### src/rtl/floo_eos_pkg.sv
// End-of-simulation monitor shared types.
// State encoding and default timing constants.
package floo_eos_pkg;

  typedef enum logic [2:0] {
    IDLE,
    RUN,
    DRAIN,
    DONE,
    TIMEOUT
  } eos_state_e;

  localparam int unsigned DefDrainCycles   = 10;
  localparam int unsigned DefTimeoutCycles = 1000000;

endpackage

### src/rtl/popcount.sv
// Population count of a bit vector.
// Purely combinational adder chain.
module popcount #(
  parameter int unsigned INPUT_WIDTH = 32,
  localparam int unsigned PopcountWidth = $clog2(INPUT_WIDTH + 1)
) (
  input  logic [INPUT_WIDTH-1:0]   data_i,
  output logic [PopcountWidth-1:0] popcount_o
);

  logic [PopcountWidth-1:0] cnt;

  always_comb begin
    cnt = '0;
    for (int i = 0; i < INPUT_WIDTH; i++) begin
      cnt = cnt + PopcountWidth'(data_i[i]);
    end
  end

  assign popcount_o = cnt;

endmodule

### src/rtl/floo_eos_monitor.sv
// Collects per-tile end_of_sim flags, drains, then flags done.
// A RUN-cycle budget bounds the wait with a timeout state.
module floo_eos_monitor
  import floo_eos_pkg::*;
#(
  parameter int unsigned NumClusters   = 32,
  parameter int unsigned DrainCycles   = DefDrainCycles,
  parameter int unsigned TimeoutCycles = DefTimeoutCycles,
  parameter int unsigned CntWidth      = 32
) (
  input  logic                               clk_i,
  input  logic                               rst_ni,
  input  logic                               en_i,
  input  logic                               clear_i,
  input  logic [NumClusters-1:0]             eos_i,
  output logic [NumClusters-1:0]             done_mask_o,
  output logic [$clog2(NumClusters+1)-1:0]   done_cnt_o,
  output logic [CntWidth-1:0]                cycles_o,
  output logic                               done_o,
  output logic                               done_pulse_o,
  output logic                               timeout_o
);

  localparam logic [CntWidth-1:0] DrainInit =
    (DrainCycles == 0) ? '0 : CntWidth'(DrainCycles - 1);
  localparam logic [CntWidth-1:0] TimeoutLast =
    CntWidth'(TimeoutCycles - 1);

  eos_state_e state_q, state_d;
  logic [NumClusters-1:0] mask_q, mask_d;
  logic [CntWidth-1:0] cycles_q, cycles_d;
  logic [CntWidth-1:0] drain_q, drain_d;
  logic done_q, pulse_q, timeout_q;
  logic all_done;

  assign all_done = &(mask_q | eos_i);

  always_ff @(posedge clk_i) begin
    if (!rst_ni) begin
      state_q   <= IDLE;
      mask_q    <= '0;
      cycles_q  <= '0;
      drain_q   <= '0;
      done_q    <= 1'b0;
      pulse_q   <= 1'b0;
      timeout_q <= 1'b0;
    end else begin
      state_q   <= state_d;
      mask_q    <= mask_d;
      cycles_q  <= cycles_d;
      drain_q   <= drain_d;
      done_q    <= (state_d == DONE);
      pulse_q   <= (state_d == DONE) && (state_q != DONE);
      timeout_q <= (state_d == TIMEOUT);
    end
  end

  always_comb begin
    state_d  = state_q;
    mask_d   = mask_q;
    cycles_d = cycles_q;
    drain_d  = drain_q;
    if (clear_i) begin
      state_d  = IDLE;
      mask_d   = '0;
      cycles_d = '0;
      drain_d  = '0;
    end else begin
      unique case (state_q)
        IDLE: begin
          if (en_i) state_d = RUN;
        end
        RUN: begin
          if (en_i) begin
            mask_d = mask_q | eos_i;
            if (!(&cycles_q)) begin
              cycles_d = cycles_q + CntWidth'(1);
            end
            // all-done beats a coincident timeout
            if (all_done) begin
              if (DrainCycles == 0) begin
                state_d = DONE;
              end else begin
                state_d = DRAIN;
                drain_d = DrainInit;
              end
            end else if (cycles_q == TimeoutLast) begin
              state_d = TIMEOUT;
            end
          end
        end
        DRAIN: begin
          if (drain_q == '0) begin
            state_d = DONE;
          end else begin
            drain_d = drain_q - CntWidth'(1);
          end
        end
        DONE, TIMEOUT: begin
          state_d = state_q;
        end
        default: begin
          state_d = IDLE;
        end
      endcase
    end
  end

  popcount #(
    .INPUT_WIDTH(NumClusters)
  ) u_popcount (
    .data_i    (mask_q),
    .popcount_o(done_cnt_o)
  );

  assign done_mask_o  = mask_q;
  assign cycles_o     = cycles_q;
  assign done_o       = done_q;
  assign done_pulse_o = pulse_q;
  assign timeout_o    = timeout_q;

endmodule

### config.mk
export PLATFORM = sky130hd
export DESIGN_NAME = floo_eos_monitor
export DESIGN_NICKNAME = d
export VERILOG_FILES = /design/src/rtl/floo_eos_pkg.sv /design/src/rtl/popcount.sv /design/src/rtl/floo_eos_monitor.sv
export SDC_FILE = /design/constraint.sdc
export NUM_CORES = 1
export LEC_CHECK = 0
export CORE_MARGIN = 4
export CORE_UTILIZATION = 35
export CTS_BUF_LIST = sky130_fd_sc_hd__clkbuf_8
export CTS_CLUSTER_DIAMETER = 30
export DETAILED_ROUTE_END_ITERATION = 7
export DONT_BUFFER_PORTS = 1
export PLACE_DENSITY_LB_ADDON = 0.1
export SETUP_SLACK_MARGIN = 0.15
export SYNTH_ARGS = -nofsm -noshare
export SYNTH_HDL_FRONTEND = slang
export SYNTH_SLANG_ARGS = --single-unit
### constraint.sdc
create_clock -name clk_i -period 8.3 [get_ports clk_i]
set_clock_uncertainty 0.15 [all_clocks]
set_input_delay 2.075 -clock clk_i [delete_from_list [all_inputs] [get_ports clk_i]]
set_output_delay 2.075 -clock clk_i [all_outputs]
set_load 0.05 [all_outputs]
==> results of run 1 <==
## synthesized netlist by cell type (2+ instances only)
| master | instances |
|---|---|
| a211oi_1 | 4 |
| a21o_1 | 2 |
| a21oi_1 | 43 |
| and3_1 | 5 |
| and4_1 | 6 |
| buf_1 | 2 |
| clkbuf_1 | 18 |
| dfxtp_1 | 102 |
| fa_1 | 24 |
| ha_1 | 10 |
| inv_1 | 57 |
| nand2_1 | 26 |
| nand2b_1 | 2 |
| nand3_1 | 11 |
| nand4_1 | 11 |
| nor2_1 | 103 |
| nor2b_1 | 5 |
| nor3_1 | 15 |
| nor4_1 | 17 |
| nor4b_1 | 2 |
| o211ai_1 | 3 |
| o21ai_0 | 3 |
| o21ai_1 | 19 |
| o22ai_1 | 17 |
| o31ai_1 | 3 |
| o32ai_1 | 2 |
| or2_2 | 4 |
| or3_1 | 9 |
| or4_1 | 11 |
| or4_4 | 2 |
| xnor2_1 | 9 |
| xor2_1 | 43 |
## cells in the final DEF (no fill, tap or decap), types with 2 or more instances in the layout
cell type / instances
nand2_1: 26
xnor2_1: 9
or2_2: 4
buf_4: 22
nor4_1: 17
inv_1: 57
nor4b_1: 2
o32ai_1: 2
nor3_1: 14
fa_1: 22
bufinv_16: 2
o21ai_0: 3
or3_1: 9
a211oi_1: 4
or4_4: 2
fa_2: 2
nor2b_1: 5
ha_1: 10
and3_1: 5
inv_6: 3
nand4_1: 11
or4_1: 11
nand3_1: 11
nor2_1: 102
o22ai_1: 17
o211ai_1: 3
dfxtp_1: 102
o31ai_1: 3
a21o_1: 2
clkbuf_8: 9
o21ai_1: 19
and4_1: 6
xor2_1: 43
a21oi_1: 43
## metal layers
metal  vias up  part of all wire  track usage
met2        93              0.46        0.247
met4         0             0.030       0.0672
met5         -                 0            0
met3        25             0.066       0.0553
li1       2083                 -            -
met1      2017              0.45        0.208
## where the power goes
part           switching [uW]  internal, uW  total, uW  leakage [uW]
Combinational            36.2          15.5       51.8       0.00128
Sequential               5.07           491        496      0.000822
Clock                     189           175        364      0.000117
## metrics by stage
step / utilization / setup slack [ns] / cell area (um2) / total power (uW)
CTS: 0.396 / 0.232 / 5780 / 930
detailed placement: 0.381 / 0.722 / 5560 / 559
finish: 0.397 / 0.456 / 5790 / 912
global placement: 0.381 / 0.760 / 5560 / 559
floorplan: - / 0.549 / 5240 / 547
global route: 0.397 / 0.213 / 5790 / 950
## logic make-up after synthesis
kind of cell,after synthesis,synth area share
AO/OA/AOI/OAI,104,0.120
XOR/XNOR,52,0.0869
flip-flops,102,0.390
AND/OR/NAND/NOR,233,0.227
adder cells (fa/ha/maj),34,0.116
buffers and inverters,80,0.0597
multiplexers,1,0.00191
## registers in the layout (all words and copies together), names as in the netlist
register and count:
timeout_o 1, done_pulse_o 1, state_q 3, drain_q 32, done_mask_o 32, done_o 1
cycles_o 32
## how the worst min path moves through the flow
stage	start	to	slack (ns)	cells past startpoint
floorplan	drain_q[20]$_SDFFE_PP0P_	drain_q[20]$_SDFFE_PP0P_	0.28	2
global placement	drain_q[20]$_SDFFE_PP0P_	drain_q[20]$_SDFFE_PP0P_	0.30	2
detailed placement	drain_q[20]$_SDFFE_PP0P_	drain_q[20]$_SDFFE_PP0P_	0.30	2
CTS	drain_q[20]$_SDFFE_PP0P_	drain_q[20]$_SDFFE_PP0P_	0.31	2
global route	drain_q[20]$_SDFFE_PP0P_	drain_q[20]$_SDFFE_PP0P_	0.33	2
finish	drain_q[20]$_SDFFE_PP0P_	drain_q[20]$_SDFFE_PP0P_	0.31	2
## cell type report
class | count | area (um2) | area share
multi-input cells | 424 | 2900 | 0.501
well taps | 184 | 230 | 0.0398
clock inverters | 7 | 103 | 0.0177
repair buffers | 23 | 176 | 0.0305
flip-flops and latches | 102 | 2040 | 0.353
clock buffers | 9 | 124 | 0.0214
inverters | 57 | 214 | 0.0369
## critical path, delay by kind of cell, from the launching register on
family | cells | cell delay [ns]
AOI/OAI and AO/OA | 2 | 0.34
xor gates and xnor gates | 1 | 0.14
adders and majority gates | 9 | 3.97
buffers and inverters | 4 | 0.47
DFF | 1 | 0.32
==> metrics.yaml, run 1 <==
cts:
  cts_tree: "done"
  cts_resized: 0
  cts_hold_buf: 0
  cts_setup_buffers: 0
  clk_pin_slew_ns: 0.11
  cts.sinks: 102
  cts_root_buf: "clkbuf_8"
  cts_made_buffers: 9
  h-tree-depth: 3
  cts_buffer_depth: 2
  clkLatencyLatePin_ns: 0.39
critical_path:
  cp.arrival_ns: 5.62
  worstSetupStartpointType: "flop"
  cp_cell_sequence: "buf_6 -> ha_1 -> inv_1 -> fa_1 -> fa_1 -> fa_1 -> fa_1 -> fa_1 -> fa_1 -> inv_1 -> fa_2 -> fa_2 -> a21o_1 -> a21oi_1 -> xnor2_1 -> buf_4"
  endpoint: "done_cnt_o[4]"
  crit-reg2reg-launch: "cycles_o[20]$_SDFFE_PP0P_"
  reg2reg_slack_ns: 5.13
  path_class: "flop to primary output"
  worstRegToRegCells: 7
  crit_fanout: 4
  crit_slowest_cell: "fa_1"
  path_common_cell: "fa_1"
  critPathMaxStageDelay_ns: 0.56
  r2r_end: "cycles_o[15]$_SDFFE_PP0P_"
  cp-end-kind: "primary output"
  critPathRequiredTime_ns: 6.08
  startpoint: "done_mask_o[1]$_SDFFE_PP0P_"
routing:
  dr.pass1.iters: 4
  vias_per_cell: 5.23
  routed_wl_mm: 13.2
  ant_nets: 0
  drtIter0Drc: 230
  drc: 0
  routedWlPerCell_um: 16.4
  vias: 4218
synth:
  syn_inst: 606
  synthDistinctLibCells: 48
  yosys.area.top_type_share: 0.390
  synth.area.top_cells: "dfxtp_1 (39%), fa_1 (9.2%), nor2_1 (7.4%)"
  syn_area_um2: 5240
  synth_seq_area_share: 0.390
  synth_async_sr_flop_share: 0
  synth_top_cell_by_area: "dfxtp_1"
  syn_avg_cell_area_um2: 8.65
  ys.flop_type: "dfxtp_1"
  synth_nets: 676
  ys_warn_count: 0
  synth-edff-count: 0
  ys_seq_elements: 102
global_routing:
  grt_max_degree: 73
  grt_util_all_layers: 0.161
  grt_overflow: 0
  grt_pass1_wl_mm: 21.4
  antenna_found_initial: 0
  grt_pass1_vias: 4141
die:
  core.rowCount: 44
  fp.dieH_um: 130
  die_area_um2: 17000
  core_um2: 14600
  start_util: 0.359
  die_w_um: 130
  io_pins: 109
timing:
  hold_ws_ns: 0.312
  fin_crit_sh: 0.945
  setup-tns-final_ns: 0
  min_period_ns: 7.84
  slew_viol_final: 0
  relSlewSlack: 0.387
  fmax_mhz: 127
  hold_violations: 0
  rsz0062_at_grt: "no"
  worstMarginPinSlew_ns: 0.913
  setup_viol: 0
layout:
  num_antenna_cells: 0
  drive_gt1_frac: 0.0884
  nets: 687
  instances_no_fill: 806
  fillers: 1482
  syn_to_final_growth_pct: 10.5
placement:
  dp.cells: 790
  numPortBuffers: 0
  place_hpwl_mm: 9.64
  gp_congestion: 0.841
power_and_ir_drop:
  p_leak_uw: 0.00222
  ir_worst_vdd_uv: 77.0
  power_per_cell_area_nw_per_um2: 157
run:
  cap_viol_max_count: 0
outcome:
  status: "complete, no violations"
hold_path:
  hp-class: "flop to flop"
(Power assumes the default switching activity.)
==> run 2, diff against run 1 <==
--- a/config.mk
+++ b/config.mk
@@ -5,12 +5,14 @@
 export SDC_FILE = /design/constraint.sdc
 export NUM_CORES = 1
 export LEC_CHECK = 0
+export ABC_CLOCK_PERIOD_IN_PS = 8300
 export CORE_MARGIN = 4
 export CORE_UTILIZATION = 35
 export CTS_BUF_LIST = sky130_fd_sc_hd__clkbuf_8
 export CTS_CLUSTER_DIAMETER = 30
 export DETAILED_ROUTE_END_ITERATION = 7
 export DONT_BUFFER_PORTS = 1
+export GPL_ROUTABILITY_DRIVEN = 0
 export PLACE_DENSITY_LB_ADDON = 0.1
 export SETUP_SLACK_MARGIN = 0.15
 export SYNTH_ARGS = -nofsm -noshare
==> results of run 2 <==
Same layout as run 1: the final DEF is identical, and so are final timing and power.
==> run 3, diff against run 2 <==
--- a/config.mk
+++ b/config.mk
@@ -8,7 +8,6 @@
 export ABC_CLOCK_PERIOD_IN_PS = 8300
 export CORE_MARGIN = 4
 export CORE_UTILIZATION = 35
-export CTS_BUF_LIST = sky130_fd_sc_hd__clkbuf_8
 export CTS_CLUSTER_DIAMETER = 30
 export DETAILED_ROUTE_END_ITERATION = 7
 export DONT_BUFFER_PORTS = 1
@@ -18,3 +17,4 @@
 export SYNTH_ARGS = -nofsm -noshare
 export SYNTH_HDL_FRONTEND = slang
 export SYNTH_SLANG_ARGS = --single-unit
+export TNS_END_PERCENT = 50
==> run 3 against run 2 <==
Worst setup slack worse by 0.059 ns. Global-route usage about the same. Clock power up 29%. Critical path depth unchanged. Core utilization up 0.65 points. Wire length about the same. Combinational power down 2%. Maximum frequency down 0.74%. Cell area up 1.6%. Final cell count unchanged. Non-clock buffer count unchanged. Sequential power about the same. Largest cell class unchanged.
==> metrics.yaml, run 3 (synthesis gave the netlist of run 1 again) <==
power_and_ir_drop:
  ir_worst_vdd_uv: 102  # was 77.0 uV
  power_per_cell_area_nw_per_um2: 173  # was 157 nW/um2
  p_leak_uw: 0.00226  # was 0.00222 uW
critical_path:
  crit_fanout: 4  # unchanged
  startpoint: "done_mask_o[1]$_SDFFE_PP0P_"  # unchanged
  critPathRequiredTime_ns: 6.08  # about the same
  reg2reg_slack_ns: 5.13  # about the same
  r2r_end: "cycles_o[15]$_SDFFE_PP0P_"  # unchanged
  worstSetupStartpointType: "flop"  # unchanged
  cp-end-kind: "primary output"  # unchanged
  crit-reg2reg-launch: "cycles_o[20]$_SDFFE_PP0P_"  # unchanged
  path_class: "flop to primary output"  # unchanged
  cp.arrival_ns: 5.68  # was 5.62 ns
  endpoint: "done_cnt_o[4]"  # unchanged
  worstRegToRegCells: 7  # unchanged
routing:
  dr.pass1.iters: 4  # unchanged
  vias: 4204  # was 4,218
  routedWlPerCell_um: 16.3  # was 16.4 um
  ant_nets: 0  # unchanged
  drtIter0Drc: 226  # was 230
  drc: 0  # unchanged
  routed_wl_mm: 13.2  # about the same
  vias_per_cell: 5.22  # was 5.23
timing:
  fmax_mhz: 127  # about the same
  setup-tns-final_ns: 0  # unchanged
  rsz0062_at_grt: "no"  # unchanged
  fin_crit_sh: 0.952  # was 0.945
  min_period_ns: 7.90  # was 7.84 ns
  slew_viol_final: 0  # unchanged
  setup_viol: 0  # unchanged
  hold_violations: 0  # unchanged
  relSlewSlack: 0.396  # was 0.387
  worstMarginPinSlew_ns: 0.898  # was 0.913 ns
global_routing:
  grt_pass1_vias: 4115  # was 4,141
  grt_pass1_wl_mm: 21.4  # about the same
  grt_max_degree: 73  # unchanged
  grt_util_all_layers: 0.161  # about the same
  grt_overflow: 0  # unchanged
  antenna_found_initial: 0  # unchanged
placement:
  dpl_cell_area_um2: 5560  # unchanged
  place_hpwl_mm: 9.64  # unchanged
  numPortBuffers: 0  # unchanged
cts:
  clkLatencyLatePin_ns: 0.36  # was 0.39 ns
  cts.sinks: 102  # unchanged
  cts_buffer_depth: 2  # unchanged
  cts_tree: "done"  # unchanged
  cts_hold_buf: 0  # unchanged
  cts_root_buf: "clkbuf_16"  # was clkbuf_8
  cts_made_buffers: 9  # unchanged
  h-tree-depth: 3  # unchanged
  clk_pin_slew_ns: 0.08  # was 0.11 ns
layout:
  nets: 687  # unchanged
  design_area_um2: 5890  # was 5790 um2
  layout_common_cells: "nor2_1 (102), dfxtp_1 (102), inv_1 (57), a21oi_1 (43), xor2_1 (43)"  # unchanged
  syn_to_final_growth_pct: 12.3  # was 10.5%
  num_antenna_cells: 0  # unchanged
  drive_gt1_frac: 0.0868  # was 0.0884
die:
  die_area_um2: 17000  # unchanged
  fp.dieH_um: 130  # unchanged
  die_w_um: 130  # unchanged
  core.rowCount: 44  # unchanged
  start_util: 0.359  # unchanged
  io_pins: 109  # unchanged
  core_um2: 14600  # unchanged
outcome:
  status: "complete, no violations"  # unchanged
run:
  cap_viol_max_count: 0  # unchanged
hold_path:
  hp-class: "flop to flop"  # unchanged
run 3: critical path, stage by stage, from the launching register on:
cell and delay [ns]:
dfxtp_1 0.30, buf_4 0.19, ha_1 0.29, inv_1 0.04
fa_1 0.46, fa_1 0.56, fa_1 0.45, fa_1 0.55
fa_1 0.44, fa_1 0.51, inv_1 0.06, fa_1 0.42
fa_2 0.37, a21o_1 0.18, a21oi_1 0.16, xnor2_1 0.14
buf_4 0.22
run 3: what timing repair did:
| item | 4_1_cts | 5_1_grt |
|---|---|---|
| gates resized for setup | 0 | 1 |
| setup buffers | 0 | 0 |
| endpoints found under the setup margin | 0 | 1 |
run 3: cell type report:
type | count | area [um2]
multi-input cells | 424 | 2900
clock inverters | 7 | 103
fillers | 1467 | 8700
inverters | 57 | 214
flip-flops and latches | 102 | 2040
well taps | 184 | 230
clock buffers | 9 | 225
repair buffers | 23 | 173
run 3: metrics by stage:
step                      hold slack, ns  instances  total power, uW   util  setup WS [ns]
after CTS                          0.307        806             1040  0.403          0.284
after detailed placement           0.300        790              559  0.381          0.722
after global placement             0.297        790              559  0.381          0.760
after global routing               0.325        806             1060  0.403          0.169
final                              0.308        806             1020  0.403          0.398
after floorplan                    0.283        606              547      -          0.549
run 3: layer usage:
metal  GRT usage  vias up  share of wire
met5           0        -              0
met4      0.0617        0          0.026
met3      0.0573       21          0.061
met2       0.247       88           0.47
met1       0.209     2010           0.45
li1            -     2085              -
run 3: worst min path at each step:
stage                                        start                       end  slack, ns  depth (start not counted)
after detailed placement  drain_q[20]$_SDFFE_PP0P_  drain_q[20]$_SDFFE_PP0P_       0.30                          2
after global routing      drain_q[20]$_SDFFE_PP0P_  drain_q[20]$_SDFFE_PP0P_       0.32                          2
final                     drain_q[20]$_SDFFE_PP0P_  drain_q[20]$_SDFFE_PP0P_       0.31                          2
after floorplan           drain_q[20]$_SDFFE_PP0P_  drain_q[20]$_SDFFE_PP0P_       0.28                          2
after global placement    drain_q[20]$_SDFFE_PP0P_  drain_q[20]$_SDFFE_PP0P_       0.30                          2
after CTS                 drain_q[20]$_SDFFE_PP0P_  drain_q[20]$_SDFFE_PP0P_       0.31                          2
run 3: power by group:
group	internal, uW	switching (uW)
sequential	491	5.04
clock	269	202
combinational	14.8	36.2
